File: config.mk
export PLATFORM = sky130hd
export DESIGN_NAME = key_event_ctrl
export DESIGN_NICKNAME = d
export VERILOG_FILES = /design/src/rtl/key_event_ctrl.sv
export SDC_FILE = /design/constraint.sdc
export NUM_CORES = 1
export LEC_CHECK = 0
export CAP_MARGIN = 15
export CORE_UTILIZATION = 30
export CTS_CLUSTER_SIZE = 12
export DETAILED_ROUTE_END_ITERATION = 6
export PLACE_DENSITY = 0.53
export SLEW_MARGIN = 20
export SYNTH_ARGS = -nofsm -noshare
export SYNTH_HDL_FRONTEND = slang
export SYNTH_SLANG_ARGS = --single-unit
File: constraint.sdc
create_clock -name clk -period 2.65 [get_ports clk]
set_input_delay 0.53 -clock clk [delete_from_list [all_inputs] [get_ports clk]]
set_output_delay 0.53 -clock clk [all_outputs]
set_load 0.02 [all_outputs]
File: src/rtl/key_event_ctrl.sv
// Four-key debouncer with press/release/long-press detection, per-key pending
// slots, a round-robin arbiter and a first-word-fall-through event FIFO.
module key_event_ctrl #(
    parameter int unsigned DEB_CNT    = 15,
    parameter int unsigned LONG_CNT   = 50000000,
    parameter int unsigned FIFO_DEPTH = 4
) (
    input  logic       clk,
    input  logic       rst_n,
    input  logic [3:0] key_in,
    output logic       evt_valid,
    input  logic       evt_ready,
    output logic [1:0] evt_key,
    output logic [1:0] evt_type,
    output logic [3:0] key_level,
    output logic       ovf,
    input  logic       ovf_clr
);

    localparam int unsigned AW = (FIFO_DEPTH > 1) ? $clog2(FIFO_DEPTH) : 1;
    localparam int unsigned CW = $clog2(FIFO_DEPTH + 1);

    localparam logic [7:0]  DEB_LAST  = 8'(DEB_CNT - 1);
    localparam logic [31:0] LONG_LAST = 32'(LONG_CNT - 1);

    localparam logic [1:0] EV_NONE    = 2'b00;
    localparam logic [1:0] EV_PRESS   = 2'b01;
    localparam logic [1:0] EV_RELEASE = 2'b10;
    localparam logic [1:0] EV_LONG    = 2'b11;

    typedef enum logic [2:0] {
        S_REL,
        S_DEB_P,
        S_PRS,
        S_LONG,
        S_DEB_R
    } state_t;

    logic [3:0]    sync1_q, sync2_q;
    state_t        state_q [4];
    state_t        state_d [4];
    logic [7:0]    dcnt_q  [4];
    logic [7:0]    dcnt_d  [4];
    logic [31:0]   lcnt_q  [4];
    logic [31:0]   lcnt_d  [4];
    logic [3:0]    long_q, long_d;
    logic [3:0]    level_q, level_d;
    logic [1:0]    raise   [4];

    logic [1:0]    pend_q  [4];
    logic [1:0]    pend_d  [4];
    logic          drop;
    logic          ovf_q, ovf_d;

    logic [1:0]    rr_q;
    logic          grant_vld;
    logic [1:0]    grant_idx;
    logic [1:0]    cand;

    logic [3:0]    mem_q [FIFO_DEPTH];
    logic [AW-1:0] wr_q, rd_q;
    logic [CW-1:0] count_q, count_d;
    logic          fifo_full;
    logic          push, pop;

    always_ff @(posedge clk or negedge rst_n) begin
        if (!rst_n) begin
            sync1_q <= '0;
            sync2_q <= '0;
        end else begin
            sync1_q <= key_in;
            sync2_q <= sync1_q;
        end
    end

    always_comb begin
        for (int unsigned i = 0; i < 4; i++) begin
            state_d[i] = state_q[i];
            dcnt_d[i]  = dcnt_q[i];
            lcnt_d[i]  = lcnt_q[i];
            long_d[i]  = long_q[i];
            raise[i]   = EV_NONE;
            case (state_q[i])
                S_REL: begin
                    if (sync2_q[i]) begin
                        state_d[i] = S_DEB_P;
                        dcnt_d[i]  = '0;
                    end
                end
                S_DEB_P: begin
                    if (!sync2_q[i]) begin
                        state_d[i] = S_REL;
                    end else if (dcnt_q[i] == DEB_LAST) begin
                        state_d[i] = S_PRS;
                        raise[i]   = EV_PRESS;
                        lcnt_d[i]  = '0;
                    end else begin
                        dcnt_d[i] = dcnt_q[i] + 8'd1;
                    end
                end
                S_PRS: begin
                    if (!sync2_q[i]) begin
                        state_d[i] = S_DEB_R;
                        dcnt_d[i]  = '0;
                    end else if (lcnt_q[i] == LONG_LAST) begin
                        state_d[i] = S_LONG;
                        raise[i]   = EV_LONG;
                        long_d[i]  = 1'b1;
                    end else begin
                        lcnt_d[i] = lcnt_q[i] + 32'd1;
                    end
                end
                S_LONG: begin
                    if (!sync2_q[i]) begin
                        state_d[i] = S_DEB_R;
                        dcnt_d[i]  = '0;
                    end
                end
                S_DEB_R: begin
                    // a glitch returns to the held state without re-reporting it
                    if (sync2_q[i]) begin
                        state_d[i] = long_q[i] ? S_LONG : S_PRS;
                    end else if (dcnt_q[i] == DEB_LAST) begin
                        state_d[i] = S_REL;
                        raise[i]   = EV_RELEASE;
                        long_d[i]  = 1'b0;
                    end else begin
                        dcnt_d[i] = dcnt_q[i] + 8'd1;
                    end
                end
                default: state_d[i] = S_REL;
            endcase
            level_d[i] = (state_d[i] == S_PRS) || (state_d[i] == S_LONG) ||
                         (state_d[i] == S_DEB_R);
        end
    end

    always_ff @(posedge clk or negedge rst_n) begin
        if (!rst_n) begin
            for (int unsigned i = 0; i < 4; i++) begin
                state_q[i] <= S_REL;
                dcnt_q[i]  <= '0;
                lcnt_q[i]  <= '0;
            end
            long_q  <= '0;
            level_q <= '0;
        end else begin
            for (int unsigned i = 0; i < 4; i++) begin
                state_q[i] <= state_d[i];
                dcnt_q[i]  <= dcnt_d[i];
                lcnt_q[i]  <= lcnt_d[i];
            end
            long_q  <= long_d;
            level_q <= level_d;
        end
    end

    assign fifo_full = (count_q == CW'(FIFO_DEPTH));

    always_comb begin
        grant_vld = 1'b0;
        grant_idx = rr_q;
        cand      = rr_q;
        if (!fifo_full) begin
            for (int unsigned k = 1; k <= 4; k++) begin
                cand = rr_q + 2'(k);
                if (!grant_vld && (pend_q[cand] != EV_NONE)) begin
                    grant_vld = 1'b1;
                    grant_idx = cand;
                end
            end
        end
    end

    // a grant frees the slot first, so a same-edge raise on that key is not a drop
    always_comb begin
        drop = 1'b0;
        for (int unsigned i = 0; i < 4; i++) begin
            pend_d[i] = pend_q[i];
            if (grant_vld && (grant_idx == 2'(i))) begin
                pend_d[i] = EV_NONE;
            end
            if (raise[i] != EV_NONE) begin
                if (pend_d[i] == EV_NONE) begin
                    pend_d[i] = raise[i];
                end else begin
                    drop = 1'b1;
                end
            end
        end
        ovf_d = (ovf_q & ~ovf_clr) | drop;
    end

    assign push = grant_vld;
    assign pop  = evt_valid & evt_ready;

    always_comb begin
        case ({push, pop})
            2'b10:   count_d = count_q + CW'(1);
            2'b01:   count_d = count_q - CW'(1);
            default: count_d = count_q;
        endcase
    end

    always_ff @(posedge clk or negedge rst_n) begin
        if (!rst_n) begin
            for (int unsigned i = 0; i < 4; i++) begin
                pend_q[i] <= EV_NONE;
            end
            ovf_q   <= 1'b0;
            rr_q    <= 2'd3;
            wr_q    <= '0;
            rd_q    <= '0;
            count_q <= '0;
        end else begin
            for (int unsigned i = 0; i < 4; i++) begin
                pend_q[i] <= pend_d[i];
            end
            ovf_q   <= ovf_d;
            count_q <= count_d;
            if (grant_vld) begin
                rr_q <= grant_idx;
            end
            if (push) begin
                wr_q <= wr_q + AW'(1);
            end
            if (pop) begin
                rd_q <= rd_q + AW'(1);
            end
        end
    end

    always_ff @(posedge clk) begin
        if (push) begin
            mem_q[wr_q] <= {grant_idx, pend_q[grant_idx]};
        end
    end

    assign evt_valid             = (count_q != '0);
    assign {evt_key, evt_type}   = evt_valid ? mem_q[rd_q] : 4'b0000;
    assign key_level             = level_q;
    assign ovf                   = ovf_q;

endmodule

==> results of run 1 <==
[path summary, 6_finish.rpt]
kind                                         from                       to  slack [ns]  cells past startpoint
hold / removal               sync1_q[0]$_DFF_PN0_     sync2_q[0]$_DFF_PN0_        0.34                      0
hold reg to reg              sync1_q[0]$_DFF_PN0_     sync2_q[0]$_DFF_PN0_        0.34                      0
setup reg to reg           dcnt_q[24]$_DFFE_PN0P_  lcnt_q[112]$_DFFE_PN0P_        0.06                      8
min in group asynchronous                   rst_n   lcnt_q[47]$_DFFE_PN0P_        0.55                      2
setup / recovery           dcnt_q[24]$_DFFE_PN0P_  lcnt_q[112]$_DFFE_PN0P_        0.06                      8
max in group asynchronous                   rst_n   lcnt_q[61]$_DFFE_PN0P_        1.34                      3
[Yosys cell counts, types with 4 or more instances]
library cell / n / area share
dfrtp_1: 204 / 0.44
nor2_1: 186 / 0.060
nand2_1: 79 / 0.025
xor2_1: 68 / 0.051
o21ai_0: 65 / 0.028
nand3_1: 62 / 0.027
nand4_1: 56 / 0.030
xnor2_1: 53 / 0.040
clkbuf_1: 42 / 0.014
nor3_1: 42 / 0.018
and3_1: 37 / 0.020
a21oi_1: 35 / 0.015
inv_1: 34 / 0.011
or3_1: 22 / 0.012
and2_1: 21 / 0.011
nor4_1: 20 / 0.011
ha_1: 17 / 0.018
edfxtp_1: 16 / 0.041
nand2b_1: 16 / 0.0086
and4_1: 15 / 0.011
or2_2: 12 / 0.0064
o31ai_1: 11 / 0.0071
a31oi_1: 10 / 0.0054
nor2b_1: 8 / 0.0043
mux2i_1: 7 / 0.0060
a21o_1: 6 / 0.0039
mux2_2: 6 / 0.0058
nor4bb_1: 6 / 0.0051
o21a_1: 6 / 0.0039
o22ai_1: 6 / 0.0032
mux4_2: 4 / 0.0077
nand3b_1: 4 / 0.0026
nand4b_1: 4 / 0.0030
or4_1: 4 / 0.0026
[report_power, final]
group	total (µW)	internal (µW)	switching (µW)
combinational	662	301	362
clock	3760	2300	1460
sequential	3650	3530	121
[metal layers]
metal,global-route usage,vias up,wire [µm]
met4,0.0330,0,552
met2,0.206,100,11300
met5,0,-,0
met3,0.0216,36,729
met1,0.196,4392,13200
li1,-,4492,-
[cell type report]
type,instances,share of cell area
Multi-Input combinational cell,935,0.424
Tap cell,511,0.0466
Sequential cell,222,0.411
Clock inverter,10,0.00958
Inverter,34,0.00930
Clock buffer,38,0.0559
Timing Repair Buffer,67,0.0432
[registers in the layout, indices dropped and copies added (netlist names), 8 cells and up]
name     count
pend_q       8
lcnt_q     128
mem_q       16
dcnt_q      32
state_q     12
[kinds of logic (layout without fill, tap and decap cells)]
| family | count (synthesis) | in the layout | share of synthesized area |
|---|---|---|---|
| DFF | 222 | 222 | 0.483 |
| adders and majority gates | 18 | 18 | 0.0199 |
| xor gates and xnor gates | 121 | 121 | 0.0908 |
| AOI/OAI and AO/OA | 164 | 164 | 0.0845 |
| and+or+nand+nor | 615 | 615 | 0.276 |
| muxes | 17 | 17 | 0.0195 |
| buffers and inverters | 80 | 149 | 0.0261 |
[layout by cell type, fill, tap and decap left out, drive strengths merged, types with 4 or more instances in the layout]
master,count
nor2,187
and3,37
nor4,23
nand3b,4
nand2,79
clkinv,5
o21ai,68
mux2,6
clkdlybuf4s50,12
a31oi,10
or2,12
ha,17
nand2b,16
mux4,4
buf,50
dfrtp,204
inv,35
o31ai,11
o22ai,6
nor3,42
and2,21
mux2i,7
xor2,68
a21oi,35
nor4b,4
or4,6
nand4,56
nor4bb,6
o21a,6
xnor2,53
a21o,6
nand3,62
edfxtp,16
nor2b,8
and4,15
or3,22
nand4b,4
clkbuf,39
[per-stage QoR]
| step | setup WS (ns) | setup TNS (ns) | instances |
|---|---|---|---|
| floorplan | 0.0368 | 0 | 1237 |
| global placement | 0.113 | 0 | 1765 |
| detailed placement | 0.0751 | 0 | 1765 |
| CTS | 0.0130 | 0 | 1816 |
| global route | -0.0808 | -0.215 | 1817 |
| finish | 0.0612 | 0 | 1817 |
[repair_timing]
item / CTS / global route
cloned: 0 / 0
hold buffers: 1 / 0
resized for setup: 6 / 22
hold endpoints to repair: 59 / 0
pin swaps: 0 / 2
endpoints found under the setup margin: 4 / 46
buffers inserted: 2 / 1
==> metrics.md, run 1 <==
| Metric | Value |
|---|---|
| CP Class | `flop to flop` |
| Hpwl dp | `17400 µm` |
| P_leak | `0.00595 µW` |
| Routed vias | `9020` |
| Hold_ws | `0.341 ns` |
| Tmin final | `2.59 ns` |
| Clock-pin slew on the worst setup and hold paths | `0.06 ns` |
| Unrepaired setup endpoints after global routing | `true` |
| Relative slew slack | `0.497` |
| Multi-input logic area | `0.00582 mm²` |
| Drt first pass iters | `5` |
| Clk buf depth | `3` |
| Asr flop ratio synth | `0.928` |
| Chip Width | `199 µm` |
| Routed Antenna Nets | `0` |
| Vias in the first global route | `8820` |
| Initial drt markers | `617` |
| Diodes inserted | `0` |
| Primary FF master, synth | `dfrtp_1` |
| Core ar. | `0.0379 mm²` |
| Final Setup Violations | `0` |
| Slew Viols, Final | `0` |
| Post-synth EDFFs | `16` |
| CP peak stage delay | `0.58 ns` |
| Syn nets | `1263` |
| Initial core utilization | `0.308` |
| Global Route Usage Sum | `0.134` |
| Worst skew pair latency | `0.54 ns` |
| DIE AREA | `0.0397 mm²` |
| Critical Path Slowest Stage Cell | `or4_4` |
| Die height | `199 µm` |
| Nets | `1313` |
| PwrDens | `588 mW/mm²` |
| Clock sink count | `222` |
| CTS root buffer | `clkbuf_16` |
| # port buffers | `17` |
| Final Hold Violating Endpoints | `0` |
| Arr. time, crit path | `3.06 ns` |
| First-pass GRT wire length | `44200 µm` |
| Crit-path max FO | `5` |
| Core Rows | `71` |
| Maximum vdd drop | `0.473 mV` |
| Pin count of the biggest net entering global routing | `64` |
| Power, Total | `8070 µW` |
| Outcome | `finished clean` |
| Initial antenna violation count | `0` |
| Mapped Area | `0.0117 mm²` |
| Gpl congestion | `0.779` |
| Critical Path RT | `3.12 ns` |
| Fmax | `386 MHz` |
| CP endpoint kind | `flop` |
| Via density per instance | `4.96` |
| Delay-heaviest family, CP | `simple AND/OR/NAND/NOR gates` |
| Register area | `0.00564 mm²` |
| Worst Skew | `0.00908 ns` |
| Routed WL | `25800 µm` |
| Netlist cell types | `67` |
| Placed instance area | `0.0127 mm²` |
| Layout area overhead | `17.6%` |
| Global route overflow | `0` |
| Layout cells sized above 1 | `0.110` |
| Syn Area/Cell | `9.43 µm²` |
| FILL cells | `3844` |
| Routed len/inst | `14.2 µm` |
| Measured slew at the worst slew-check pin | `0.755 ns` |
| I/O Pins | `18` |
| Sequential area share after synthesis | `0.483` |
| CTS tree | `done` |
| MaxCap Viol Count | `0` |
| Number of remaining DRC errors | `0` |
| H-tree levels | `1` |
| Crit path buffers/inverters | `1` |
| Type of origin of the critical path | `flop` |
| CTS buffer count | `27` |
| Crit-path cells | `inv_2 > ha_1 > or4b_4 > nor4_4 > nor2_4 > or4_4 > or3_4 > a21oi_2` |
| Worst hold path class | `flop to flop` |
| Synthesis Warnings | `0` |
| Synth Register Bits | `222` |
| Tcrit/Tclk final | `0.977` |
| Cell count after synthesis | `1237` |
| Fin util | `0.362` |
| Final instance area | `0.0137 mm²` |
(Power assumes the default switching activity.)
==> inputs of run 2 (changes only) <==
--- a/config.mk
+++ b/config.mk
@@ -9,6 +9,7 @@
 export CORE_UTILIZATION = 30
 export CTS_CLUSTER_SIZE = 12
 export DETAILED_ROUTE_END_ITERATION = 6
+export GPL_ROUTABILITY_DRIVEN = 0
 export PLACE_DENSITY = 0.53
 export SLEW_MARGIN = 20
 export SYNTH_ARGS = -nofsm -noshare
==> results of run 2 <==
Same layout as run 1: the final DEF is identical, and so are final timing and power.
==> inputs of run 3 (changes only) <==
--- a/config.mk
+++ b/config.mk
@@ -6,10 +6,10 @@
 export NUM_CORES = 1
 export LEC_CHECK = 0
 export CAP_MARGIN = 15
+export CORE_MARGIN = 2
 export CORE_UTILIZATION = 30
 export CTS_CLUSTER_SIZE = 12
 export DETAILED_ROUTE_END_ITERATION = 6
-export GPL_ROUTABILITY_DRIVEN = 0
 export PLACE_DENSITY = 0.53
 export SLEW_MARGIN = 20
 export SYNTH_ARGS = -nofsm -noshare
==> metrics.md, run 3 (synthesis results as in run 1) <==
| Metric | Value |
|---|---|
| Commonest non-fill, non-tap cell in the layout | `dfrtp_1` |
| Reg2reg end | `lcnt_q[17]$_DFFE_PN0P_` |
| Crit-path cells | `or4_4 > or4_4 > o211a_4 > o21ai_4 > buf_2 > nor4_1 > xnor2_1 > nor2_1` |
| Initial drt markers | `470 (-24%)` |
| Clock sink count | `222 (unchanged)` |
| Drt first pass iters | `5 (unchanged)` |
| Cells after DPL | `1780 (+0.85%)` |
| Most frequent cells in the layout | `dfrtp_1, nor2_1, nand2_1` |
| CTS buffer count | `27 (unchanged)` |
| Core Rows | `72 (+1.4%)` |
| CP peak stage delay | `0.56 ns (-0.02 ns)` |
| CTS root buffer | `clkbuf_16` |
| Worst path most repeated cell | `or4_4` |
| Crit path buffers/inverters | `1 (unchanged)` |
| Worst hold path class | `flop to flop` |
| Crit path from | `lcnt_q[7]$_DFFE_PN0P_` |
| Initial antenna violation count | `0 (unchanged)` |
| Type of origin of the critical path | `flop` |
| Outcome | `finished clean` |
| Clock-pin slew on the worst setup and hold paths | `0.06 ns (about the same)` |
| P_leak | `0.00594 µW (-0.17%)` |
| Final Setup Violations | `0 (unchanged)` |
| Layout area overhead | `18.2%` |
| PwrDens | `589 mW/mm² (about the same)` |
| Slew Viols, Final | `0 (unchanged)` |
| Diodes inserted | `0 (unchanged)` |
| Worst skew pair latency | `0.54 ns (about the same)` |
| Maximum vdd drop | `0.371 mV (-22%)` |
| Initial core utilization | `0.303 (-0.00498)` |
| Critical Path RT | `3.07 ns (-0.05 ns)` |
| Tcrit/Tclk final | `0.960 (-0.0168)` |
| Routed WL | `25600 µm (-0.73%)` |
| Pin count of the biggest net entering global routing | `69 (+7.8%)` |
| Chip Width | `201 µm (+1.0%)` |
| CTS tree | `done` |
| Routed vias | `9042 (+0.24%)` |
| Fmax | `393 MHz (+1.8%)` |
| Hpwl dp | `17300 µm (-0.83%)` |
| RR Startpoint | `lcnt_q[7]$_DFFE_PN0P_` |
| # port buffers | `17 (unchanged)` |
| First-pass GRT wire length | `44200 µm (about the same)` |
| Worst r2r path cells | `8 (unchanged)` |
| Largest register FFs | `128 (unchanged)` |
| I/O Pins | `18 (unchanged)` |
| DIE AREA | `0.0405 mm² (+2.0%)` |
| Final Hold Violating Endpoints | `0 (unchanged)` |
| Routed Antenna Nets | `0 (unchanged)` |
| Delay-heaviest family, CP | `simple AND/OR/NAND/NOR gates` |
| Biggest regs | `lcnt_q: 128 flops, dcnt_q: 32 flops, mem_q: 16 flops` |
| Worst setup endpoint | `lcnt_q[17]$_DFFE_PN0P_` |
| Nets | `1322 (+0.69%)` |
| Via density per instance | `4.93 (-0.69%)` |
| Vias in the first global route | `8888 (+0.77%)` |
| Global Route Usage Sum | `0.128 (-0.00644)` |
| Tmin final | `2.54 ns (-0.0446 ns)` |
| Layout cells sized above 1 | `0.119 (+0.00904)` |
| MaxCap Viol Count | `0 (unchanged)` |
| Measured slew at the worst slew-check pin | `0.898 ns (+0.144 ns)` |
| Arr. time, crit path | `2.96 ns (-0.10 ns)` |
| Worst Skew | `0.00904 ns (-0.0000324 ns)` |
| Fin util | `0.358 (-0.00381)` |
| Global route overflow | `0 (unchanged)` |
| Critical Path Slowest Stage Cell | `or4_4` |
| Hold Crit Start | `sync1_q[0]$_DFF_PN0_` |
| Clk buf depth | `3 (unchanged)` |
| Largest Register | `lcnt_q` |
| Relative slew slack | `0.399 (-0.0979)` |
| Stages on worst setup path | `8 (unchanged)` |
| H-tree levels | `1 (unchanged)` |
| Die height | `201 µm (+1.0%)` |
| Routed len/inst | `14.0 µm (-1.6%)` |
| Gpl congestion | `0.793` |
| CP Class | `flop to flop` |
| Core ar. | `0.0386 mm² (+1.6%)` |
| Crit-path max FO | `4 (-1)` |
| Number of remaining DRC errors | `0 (unchanged)` |
| Fin cells | `1834 (+0.94%)` |
| R2R Setup Slk | `0.11 ns (+0.04 ns)` |
| CP endpoint kind | `flop` |
| Power, Total | `8130 µW (+0.66%)` |
## run 3: area by class of cell
cell class	count	area, µm²
well taps	518	648
clock buffers	31	721
fillers	3989	24800
inverters	34	128
repair buffers	76	654
clock inverters	18	191
flip-flops and latches	222	5640
multi-input cells	935	5820
## run 3: repair_timing
item | 4_1_cts | 5_1_grt
endpoints found under the setup margin | 9 | 37
pin swaps | 0 | 5
hold buffers | 1 | 0
gates cloned | 0 | 1
gates resized for setup | 9 | 17
setup buffers | 2 | 1
endpoints found under the hold margin | 62 | 0
## run 3: power by group
| part | internal [µW] | switching, µW | total (µW) |
|---|---|---|---|
| sequential | 3530 | 117 | 3650 |
| clock | 2320 | 1460 | 3780 |
| combinational | 321 | 375 | 697 |
## run 3: stage by stage
| stage | hold WS (ns) | TNS [ns] | setup WS, ns | instance area [µm²] |
|---|---|---|---|---|
| after floorplan | 0.234 | 0 | 0.0368 | 11700 |
| after global placement | 0.332 | 0 | 0.00676 | 12800 |
| after detailed placement | 0.335 | -0.0280 | -0.00920 | 12800 |
| after CTS | 0.348 | 0 | 0.0196 | 13700 |
| after global routing | 0.365 | -0.00403 | -0.00403 | 13800 |
| final | 0.348 | 0 | 0.106 | 13800 |
## run 3: metal layers
| metal | vias up | global-route usage | wire (µm) |
|---|---|---|---|
| li1 | 4514 | - | - |
| met1 | 4360 | 0.180 | 12600 |
| met2 | 133 | 0.204 | 11500 |
| met3 | 35 | 0.0211 | 918 |
| met4 | 0 | 0.0323 | 562 |
| met5 | - | 0 | 0 |
## run 3: how the worst min path moves through the flow
stage                                   endpoint  slack [ns]  depth (start not counted)
after CTS                   sync2_q[3]$_DFF_PN0_        0.35                          0
final                       sync2_q[0]$_DFF_PN0_        0.35                          0
after global placement      sync2_q[0]$_DFF_PN0_        0.33                          0
after global routing        sync2_q[0]$_DFF_PN0_        0.37                          0
after detailed placement    sync2_q[3]$_DFF_PN0_        0.33                          0
after floorplan           count_q[0]$_DFFE_PN0P_        0.23                          0
